### src/rtl/nes_pad_poller.sv
// nes_pad_poller: polls PLAYERS serial game pads over a shared latch/pulse pair and
// publishes each complete frame atomically. Define NES_PRESS_EDGE_EN to build the `pressed` edge mask.
module nes_pad_poller #(
   parameter int PLAYERS     = 2,
   parameter int BITS        = 8,
   parameter int HALF_CYCLES = 300,
   parameter int POLL_CYCLES = 833333
) (
   input  logic                    clock,
   input  logic                    reset,
   input  logic                    start,
   input  logic                    auto_en,
   input  logic [PLAYERS-1:0]      data,
   output logic                    latch,
   output logic                    pulse,
   output logic                    busy,
   output logic                    valid,
   output logic [PLAYERS*BITS-1:0] buttons,
   output logic [PLAYERS*BITS-1:0] pressed
);
   localparam int WIDTH   = PLAYERS * BITS;
   localparam int PHASE_W = $clog2(2 * HALF_CYCLES);
   localparam int BIT_W   = (BITS > 1) ? $clog2(BITS) : 1;
   localparam int POLL_W  = $clog2(POLL_CYCLES);

   localparam logic [PHASE_W-1:0] LATCH_LAST = PHASE_W'(2 * HALF_CYCLES - 1);
   localparam logic [PHASE_W-1:0] HALF_LAST  = PHASE_W'(HALF_CYCLES - 1);
   localparam logic [BIT_W-1:0]   BIT_LAST   = BIT_W'(BITS - 1);
   localparam logic [POLL_W-1:0]  POLL_LAST  = POLL_W'(POLL_CYCLES - 1);

   typedef enum logic [2:0] {IDLE, LATCH, LOW, HIGH, DONE} state_t;

   state_t             state;
   logic [PHASE_W-1:0] phase;
   logic [BIT_W-1:0]   bit_idx;
   logic [POLL_W-1:0]  timer;
   logic               pending;
   logic [PLAYERS-1:0] data_s1;
   logic [PLAYERS-1:0] data_s2;
   logic [WIDTH-1:0]   shift;
   logic [WIDTH-1:0]   shift_next;
   logic               tick;
   logic               request;
   logic               frame_end;

   // NOTE: pad lines are asynchronous to clock; they only reach the shift
   // registers through two flops, so they need no reset.
   always_ff @(posedge clock) begin
      data_s1 <= data;
      data_s2 <= data_s1;
   end

   always_ff @(posedge clock) begin
      if (reset || !auto_en)
         timer <= '0;
      else if (timer == POLL_LAST)
         timer <= '0;
      else
         timer <= timer + 1'b1;
   end

   assign tick      = auto_en && (timer == POLL_LAST);
   assign request   = start || tick;
   assign frame_end = (state == LOW) && (phase == HALF_LAST) && (bit_idx == BIT_LAST);

   // Shift image including the bit captured this cycle, so DONE can publish it in one step.
   // NOTE: every variable written here gets its default first, which keeps the block latch-free.
   always_comb begin
      shift_next = shift;
      for (int p = 0; p < PLAYERS; p++)
         shift_next[p*BITS + int'(bit_idx)] = ~data_s2[p];
   end

   // NOTE: sequential state uses non-blocking assignments only; the shift
   // registers are reset like the rest so a fresh frame never inherits old data.
   always_ff @(posedge clock) begin
      if (reset) begin
         state   <= IDLE;
         phase   <= '0;
         bit_idx <= '0;
         pending <= 1'b0;
         latch   <= 1'b0;
         pulse   <= 1'b0;
         busy    <= 1'b0;
         valid   <= 1'b0;
         shift   <= '0;
         buttons <= '0;
      end else begin
         valid <= 1'b0;
         case (state)
            IDLE, DONE: begin
               // The DONE cycle is already idle from the outside, so a pending request starts here.
               if (request || pending) begin
                  state   <= LATCH;
                  latch   <= 1'b1;
                  busy    <= 1'b1;
                  phase   <= '0;
                  bit_idx <= '0;
                  pending <= 1'b0;
               end else begin
                  state <= IDLE;
               end
            end
            LATCH: begin
               pending <= pending || request;
               if (phase == LATCH_LAST) begin
                  state <= LOW;
                  latch <= 1'b0;
                  phase <= '0;
               end else begin
                  phase <= phase + 1'b1;
               end
            end
            LOW: begin
               pending <= pending || request;
               if (phase == HALF_LAST) begin
                  shift <= shift_next;
                  phase <= '0;
                  if (bit_idx == BIT_LAST) begin
                     state   <= DONE;
                     buttons <= shift_next;
                     valid   <= 1'b1;
                     busy    <= 1'b0;
                  end else begin
                     state   <= HIGH;
                     pulse   <= 1'b1;
                     bit_idx <= bit_idx + 1'b1;
                  end
               end else begin
                  phase <= phase + 1'b1;
               end
            end
            HIGH: begin
               pending <= pending || request;
               if (phase == HALF_LAST) begin
                  state <= LOW;
                  pulse <= 1'b0;
                  phase <= '0;
               end else begin
                  phase <= phase + 1'b1;
               end
            end
            default: begin
               state <= IDLE;
               latch <= 1'b0;
               pulse <= 1'b0;
               busy  <= 1'b0;
            end
         endcase
      end
   end

`ifdef NES_PRESS_EDGE_EN
   // buttons still holds the previous frame on the publishing edge.
   always_ff @(posedge clock) begin
      if (reset)
         pressed <= '0;
      else if (frame_end)
         pressed <= shift_next & ~buttons;
   end
`else
   assign pressed = '0;
`endif

endmodule

### config.mk
export PLATFORM = sky130hd
export DESIGN_NAME = nes_pad_poller
export DESIGN_NICKNAME = d
export VERILOG_FILES = /design/src/rtl/nes_pad_poller.sv
export SDC_FILE = /design/constraint.sdc
export NUM_CORES = 1
export LEC_CHECK = 0
export CAP_MARGIN = 20
export CELL_PAD_IN_SITES_DETAIL_PLACEMENT = 0
export CELL_PAD_IN_SITES_GLOBAL_PLACEMENT = 1
export CORE_ASPECT_RATIO = 1.75
export CORE_UTILIZATION = 45
export DETAILED_ROUTE_END_ITERATION = 7
export GPL_ROUTABILITY_DRIVEN = 0
export PLACE_DENSITY_LB_ADDON = 0.05
export SKIP_CTS_REPAIR_TIMING = 1
export SYNTH_ARGS = -nofsm -noshare
export SYNTH_HDL_FRONTEND = slang
export SYNTH_SLANG_ARGS = --single-unit
### constraint.sdc
create_clock -name clock -period 4.6 [get_ports clock]
set_input_delay 0.46 -clock clock [delete_from_list [all_inputs] [get_ports clock]]
set_output_delay 0.46 -clock clock [all_outputs]
set_load 0.01 [all_outputs]
==> results.md, run 1 <==
GRT:
- The total routing usage reported by global routing is 0.197.
- The initial antenna violation count was 0.
- The via count of the first global-routing pass is about 2,500.
- The total overflow left after global routing is 0.
- The global-route wire length before repair is approximately 12 mm.
- Entering global routing, the biggest net connects 29 pins.

Final layout:
- In the final layout, the share of cells above drive strength 1 is 0.0532.
- After filler insertion, the fill cell instance count of the layout stands at 740.
- The area added between synthesis and finish is 16.7%.
- Leaving out filler cells and counting taps, the final layout contains between 500 and 600.
- The final instance area is a little over 4000 µm².
- The footprint of the flip-flops and latches is roughly 1500 µm².
- For this run, the post-layout net count is ~440.
- The total area of multi-input combinational cells is approximately 1800 µm².
- The number of antenna diodes in the final layout is 0.

Worst setup path:
- On the worst path, the slowest cell contributes a delay of between 0.5 and 0.6 ns.
- The critical path start-end classification is reg -> reg.
- Together, buffers and inverters on the worst path number 0.
- STA classifies the critical path endpoint as a flop.
- The cell with the largest stage delay on the worst path is sky130_fd_sc_hd__and3_1.
- The startpoint identified for the worst register-to-register timing path is phase[0].
- The most repeated library cell on the critical path is sky130_fd_sc_hd__and3_1.
- The data required time of the worst path is approximately 4.9 ns.
- Tracing the worst setup path back leads to its startpoint at phase[0].
- Traced cell by cell, the critical path runs through ha_1 -> nor4bb_1 -> and3_1 -> and3_1 -> o211ai_1 -> a21oi_1.
- The worst endpoint data arrival time is 2.55 ns.
- The cell family with the largest share of critical-path delay is simple AND/OR/NAND/NOR gates.
- The type of origin of the critical path is a flop.
- Along the worst path, the maximum fanout reaches 16.

Place:
- The port buffer count is 25.
- The cell count after placement is 504.
- The placed wire-length estimate is 4.92 mm.
- The standard cell area after detailed placement is around 3700 µm².

CTS:
- The clock insertion delay at the later pin of the skew report is 0.34 ns.
- The clock root buffer is sky130_fd_sc_hd__clkbuf_16.
- TritonCTS built the clock tree.
- After clock tree synthesis, the clock-pin slew on the worst setup and hold paths is approximately 0.06 ns.
- CTS built an H-tree with a depth of 3.
- The tree built by TritonCTS fans out to 77 sinks.
- Clock tree synthesis inserted a total of 9 buffers.
- Counting along the longest clock path gives a buffer depth of 2.

Synthesis:
- The number of enable-type register cells in the synthesized netlist is 0.
- The most instantiated flip-flop cell in the synthesis netlist is sky130_fd_sc_hd__dfxtp_1.
- The main combinational cell family by area after synthesis is simple AND/OR/NAND/NOR gates.
- The number of distinct standard cells referenced by the synthesized netlist is 48.
- In this run the cell area of the synthesized design comes to around 3500 µm².
- The number of synthesis warnings is 0.
- The share of the Yosys chip area taken by registers is 0.445.
- The complex-gate fraction of the synthesized area was 0.118.
- Of the post-synthesis cell area, the part taken by muxes is 0.0495.
- Of the total synthesized cell area, the portion taken by AND, OR, NAND and NOR gates is 0.256.
- The synthesized flop and latch total is 77.
- The fraction of the mapped netlist area in adder cells is 0.0181.
- The post-synthesis instance total is approximately 410.
- The share of synthesized flip-flops with an asynchronous set or reset is 0.
- The post-synthesis share of cell area spent on xor and xnor gates is 0.0481.
- The average instance in the mapped netlist occupies between 8 and 9 µm².

Drt:
- The detailed router finished its first iteration with roughly 110 violations.
- In the final routed layout, each cell accounts on average for ~13 µm.
- After detailed routing, the number of vias per cell comes to 5.17.
- The final route contains 2,689 vias.
- Once detail routing completed, the nets flagged for antenna violations numbered 0.
- For this run, the detailed router's first-pass iteration total came to 4.
- The count of unresolved DRC violations after routing is 0.
- Wires add up to around 6.9 mm.

Floorplan:
- The die area is roughly 8100 µm².
- For this configuration, the core starts out at a cell density of 0.461.
- The number of standard-cell rows in the floorplan is 42.
- 42 I/O pins were placed.
- The floorplan core area is roughly 7500 µm².
- The die is between 60 and 70 µm wide.
- In this run the vertical extent of the chip is between 100 and 150 µm.

Outcome:
- The flow ran to the end, and the final reports show no timing, DRC or antenna violations.

STA:
- Setup repair after global routing left no endpoint under its margin.
- For the pin with the worst max-slew slack, the measured transition is slightly above 0.8 ns.
- The remaining max-slew budget at the tightest pin is 0.459.
- The worst clock skew is a little under 0.007 ns.
- For the final routed database, the setup TNS stands at 0 ns.
- The highest attainable clock frequency is ~440 MHz.
- The total count of hold-check failures in the final report is 0.
- The final critical delay including setup and external delays is 2.29 ns.
- The count of final setup violators is 0.
- In the finished design, the share of the clock period the worst path needs comes to 0.498.
- The max-slew violation total from the final report was 0.

Power and ir drop:
- The ratio of total power to cell area is 389 nW/µm².
- The analysis attributes to cell leakage a power of approximately 1.5 nW.
- VDD sags by at most roughly 0.0002 V.

Hold path:
- The start point of the worst min-delay path is data_s1[0].
- The path class of the tightest hold or removal check is reg -> reg.

Job:
- Max-cap violations in this run came to 0.
cell families (layout without fill, tap and decap cells):
kind of cell,Yosys count,after routing
xor+xnor,19,19
simple gates,183,183
flops,77,77
buf+inv,41,50
compound gates,65,65
mux,17,17
fa+ha+maj,5,5
other cells,1,16
synth_stat cells (all sizes together), types with 4 or more instances:
master	instances	area share
a21oi	27	0.039
nor3b	7	0.015
xnor2	14	0.035
nand4	5	0.0090
nand3	10	0.014
xor2	5	0.013
nand2	53	0.057
clkbuf	12	0.013
dfxtp	77	0.45
buf	22	0.043
nor2b	5	0.0090
and3	6	0.011
nor2	63	0.068
nor3	9	0.013
ha	5	0.018
o31ai	6	0.017
nand3b	4	0.0087
a211oi	6	0.013
inv	7	0.0076
mux2i	16	0.046
o21ai	13	0.020
routing by layer:
metal  share of wire  up-vias  wire length [µm]  track usage
li1                -     1406                 -            -
met1            0.42     1233              2890        0.219
met2            0.53       40              3700        0.328
met3           0.026       10               180       0.0514
met4           0.021        0               143        0.102
met5               0        -                 0            0
worst paths after layout:
path	end	slack [ns]	cells past startpoint
setup / recovery	buttons[0]	2.31	6
hold / removal	data_s2[0]	0.33	0
setup reg to reg	buttons[0]	2.31	6
hold reg to reg	data_s2[0]	0.33	0
placed cells by master, fill, tap and decap left out, drive strengths merged, types with 3 or more instances in the layout:
| cell | Yosys | layout |
|---|---|---|
| o21ai | 13 | 13 |
| or4 | 3 | 3 |
| nor4 | 3 | 3 |
| xnor2 | 14 | 14 |
| clkdlybuf4s50 | 0 | 25 |
| nand2 | 53 | 53 |
| o31ai | 6 | 6 |
| conb | 1 | 16 |
| inv | 7 | 7 |
| a21oi | 27 | 27 |
| nor3b | 7 | 7 |
| nand3 | 10 | 10 |
| nand4 | 5 | 5 |
| nor2b | 5 | 5 |
| ha | 5 | 5 |
| mux2i | 16 | 16 |
| a211oi | 6 | 6 |
| bufinv | 0 | 3 |
| a22oi | 3 | 3 |
| xor2 | 5 | 5 |
| nor3 | 9 | 9 |
| nor2 | 63 | 63 |
| nand3b | 4 | 4 |
| dfxtp | 77 | 77 |
| clkbuf | 12 | 10 |
| and3 | 6 | 6 |
registers in the layout, indices dropped and copies added, names as in the netlist:
signal / count
shift: 16
pulse: 1
data_s1: 2
busy: 1
pending: 1
timer: 20
latch: 1
buttons: 16
state: 3
valid: 1
phase: 10
data_s2: 2
bit_idx: 3
stage by stage:
| stage | hold slack [ns] | util | setup WS (ns) | power, W |
|---|---|---|---|---|
| final | 0.326 | 0.537 | 2.31 | 0.00157 |
| after CTS | 0.330 | 0.537 | 2.26 | 0.00159 |
| after detailed placement | 0.315 | 0.492 | 2.15 | 0.000783 |
| after global placement | 0.311 | 0.492 | 2.16 | 0.000782 |
| after floorplan | 0.310 | - | 2.69 | 0.000768 |
| after global routing | 0.332 | 0.537 | 2.09 | 0.00162 |
report_power, final:
part	internal (W)	switching [W]	leakage (nW)
Combinational	0.0000272	0.0000496	0.698
Clock	0.000530	0.000273	0.163
Sequential	0.000677	0.0000137	0.623
Total	0.00123	0.000336	1.48
cell type report:
type,count,area share
multi-input combinational,305,0.435
sequential,77,0.382
timing repair buffer,27,0.0657
clock buffer,10,0.0567
clock inverter,6,0.0276
tap,88,0.0273
inverter,7,0.00651
No activity file was read; power rests on OpenSTA's default activity.
==> run 2, diff against run 1 <==
- CORE_UTILIZATION: 45 -> 42
- clock period: 4.6 -> 2.2 ns (I/O delays scaled with it)
==> run 2 against run 1 <==
  * The flow now finishes with violations (DRC)
  * Critical path depth stayed put
  * Hold slack worse by 0.0010 ns
  * Sequential share of layout area is 0.79 points lower
  * Worst setup slack worse by 2.2 ns
  * Flip-flop and latch count stayed put
  * Critical path type unchanged
==> results.md, run 2 (synthesis results as in run 1) <==
Final layout:
- The area added between synthesis and finish is 19.1%.
- The footprint of the flip-flops and latches is 1540 µm².
- After filler insertion, the fill cell instance count of the layout stands at about 800.
- The register with the most flip-flops is timer.
- The finished layout holds 537 standard cells, fillers aside.
- 0 antenna diodes ended up in the layout.
- The multi-input combinational cells in the finished layout cover a total of 1760 µm².
- The largest registers in the layout are timer: 20 flops, buttons: 16 flops, shift: 16 flops.
- Leaving out fill and tap cells, the most frequent cell in the layout is sky130_fd_sc_hd__dfxtp_1.
- The library cells used most frequently in the layout, excluding fill and tap cells, are 77 x sky130_fd_sc_hd__dfxtp_1, 62 x sky130_fd_sc_hd__nor2_1, 53 x sky130_fd_sc_hd__nand2_1, 27 x sky130_fd_sc_hd__a21oi_1, 25 x sky130_fd_sc_hd__clkdlybuf4s50_1.
- The flip-flop count of the largest register, all copies and words added is 20.
- The net total in the final layout is between 400 and 500.
- The fraction of final layout cells sized beyond drive strength 1 is 0.0895.

STA:
- Setup violations remaining at the end of the flow were counted as 0.
- The max-slew violation total from the final report is 0.
- Of the available clock period, the critical path in the final layout requires 0.950.
- In this run the tightest slew margin relative to its limit is 0.532.
- The total count of hold-check failures in the final report is 0.
- The worst clock skew is 0.00340 ns.
- The total negative slack for setup checks is 0 ns.
- The slew at the pin closest to its max-slew limit is around 0.70 ns.
- After layout, the minimum clock period comes to approximately 2.1 ns.
- Setup repair after global routing left no endpoint under its margin.
- The final critical-path setup slack is between 0.1 and 0.15 ns.
- Timing would allow up to about 480 MHz.

Worst setup path:
- Among all stages on the critical path, the largest delay is contributed by sky130_fd_sc_hd__or4b_2.
- For the worst setup path, the data required time is around 2.4 ns.
- The setup path with the least slack is of type reg -> reg.
- In this run the worst path has a maximum fanout of 6.
- Together, buffers and inverters on the worst path number 1.
- In this design, the stage delay of the slowest critical-path cell is ~0.7 ns.
- In this design, the largest share of critical-path delay is due to compound AO/OA/AOI/OAI gates.
- The capturing element type of the critical path is a flop.
- The worst endpoint data arrival time is between 2 and 2.5 ns.
- Traced cell by cell, the critical path runs through or4b_2 -> o31ai_4 -> o21ai_2 -> o21bai_1 -> buf_4 -> a21oi_1.
- The type of origin of the critical path is a flop.

Floorplan:
- In this run the count of I/O pins placed on the die edge is 42.
- The starting density of the core is 0.435.
- The die boundary width is slightly above 70 µm.
- Row generation in the floorplan step produced 43 rows.
- The die covers between 8000 and 9000 µm².
- The floorplan core area is 7960 µm².
- From bottom edge to top edge, the die measures between 100 and 150 µm.

CTS:
- The number of CTS-inserted buffers is 9.
- The clock passes through at most 2 buffers.
- TritonCTS built the clock tree.
- The clock-pin transition on the worst setup and hold timing paths is ~0.060 ns.
- CTS saw between 70 and 80 sinks.
- For the worst-skew pair, the clock arrives at the later sink with an insertion delay of 0.33 ns.
- The tree is rooted in a sky130_fd_sc_hd__clkbuf_16.
- The depth of the CTS H-tree is 3.

Drt:
- The number of iterations in the first detailed-routing pass is 6.
- The detail-routed net length per standard cell is approximately 13 µm.
- The routed layout has 2,748 vias.
- The number of DRC markers in iteration 0 is 117.
- Once detail routing completed, the nets flagged for antenna violations numbered 0.
- For this run, design rule violations remaining after detail routing come to 8.
- For this block, the routed nets add up to between 7 and 8 mm of wire.
- The via density per instance is 5.12.

Power and ir drop:
- For this design the ratio of total power to cell area is roughly 750 nW/µm².
- The cell leakage power is 1.55 nW.
- The overall power of the completed layout is ~0.0031 W.
- VDD sags by at most between 0.0004 and 0.0005 V.

Place:
- Once placement completed, the tool counted placed cells totaling approximately 520.
- Once detailed placement completed, the half-perimeter wirelength came to between 5 and 6 mm.
- The port buffer count is 25.
- The worst-case setup slack after placement is 0.118 ns.

GRT:
- The total routing usage reported by global routing is 0.183.
- Entering global routing, the biggest net connects 29 pins.
- The via count of the first global-routing pass came to approximately 2,600.
- The global route total overflow is 0.
- The initial antenna violation count is 0.
- The global-route wire length before repair is roughly 12 mm.

Job:
- Max-cap violations in this run came to 0.

Outcome:
- The final reports fail on DRC.
- The flow ran to the end, but the final reports show violations.

Hold path:
- The tightest min-delay check is of the reg -> reg type.
-- run 2: power by group --
group	internal [W]	switching, W	leakage (nW)	total [W]
clock	0.000929	0.000537	0.147	0.00147
combinational	0.0000751	0.000116	0.778	0.000191
sequential	0.00142	0.0000181	0.623	0.00143
total	0.00242	0.000671	1.55	0.00309
-- run 2: routing by layer --
layer  part of all wire  vias up  GRT usage
met5                  0        -          0
met4              0.017        0     0.0750
met3              0.026        9     0.0356
met2               0.55       39      0.350
met1               0.41     1256      0.195
li1                   -     1444          -
-- run 2: final cells by class --
cell class / count / share of cell area
Clock inverter: 4 / 0.0115
Timing Repair Buffer: 43 / 0.0934
Tap cell: 90 / 0.0273
Clock buffer: 11 / 0.0613
Inverter: 7 / 0.00637
Multi-Input combinational cell: 305 / 0.426
Sequential cell: 77 / 0.374
-- run 2: worst paths after layout --
check             startpoint          to  slack [ns]  depth (start not counted)
setup / recovery    phase[3]    phase[5]        0.11                          6
hold / removal    data_s1[0]  data_s2[0]        0.32                          0
setup reg to reg    phase[3]    phase[5]        0.11                          6
hold reg to reg   data_s1[0]  data_s2[0]        0.32                          0
-- run 2: worst reg2reg max path: cells and delay by family (launching register included) --
family	cells	cell delay, ns
flip-flops	1	0.32
AO/OA/AOI/OAI	4	0.76
buffers and inverters	1	0.17
AND/OR/NAND/NOR	1	0.71
-- run 2: through the flow --
step | util | area, µm² | hold WS [ns]
after floorplan | - | 3520 | 0.248
after global placement | 0.480 | 3820 | 0.313
after detailed placement | 0.480 | 3820 | 0.312
after CTS | 0.518 | 4120 | 0.326
after global routing | 0.518 | 4120 | 0.336
final | 0.518 | 4120 | 0.325
==> run 3, diff against run 2 <==
--- a/constraint.sdc
+++ b/constraint.sdc
@@ -3,2 +3,2 @@
 set_output_delay 0.22 -clock clock [all_outputs]
-set_load 0.01 [all_outputs]
+set_load 0.02 [all_outputs]
==> results of run 3 <==
Same layout as run 2 (identical final DEF). Status: finished, violations left: DRC.
Main changes from that run: total power 0.00309 W -> 0.00311 W; worst IR drop on VDD 0.000466 V -> 0.000467 V
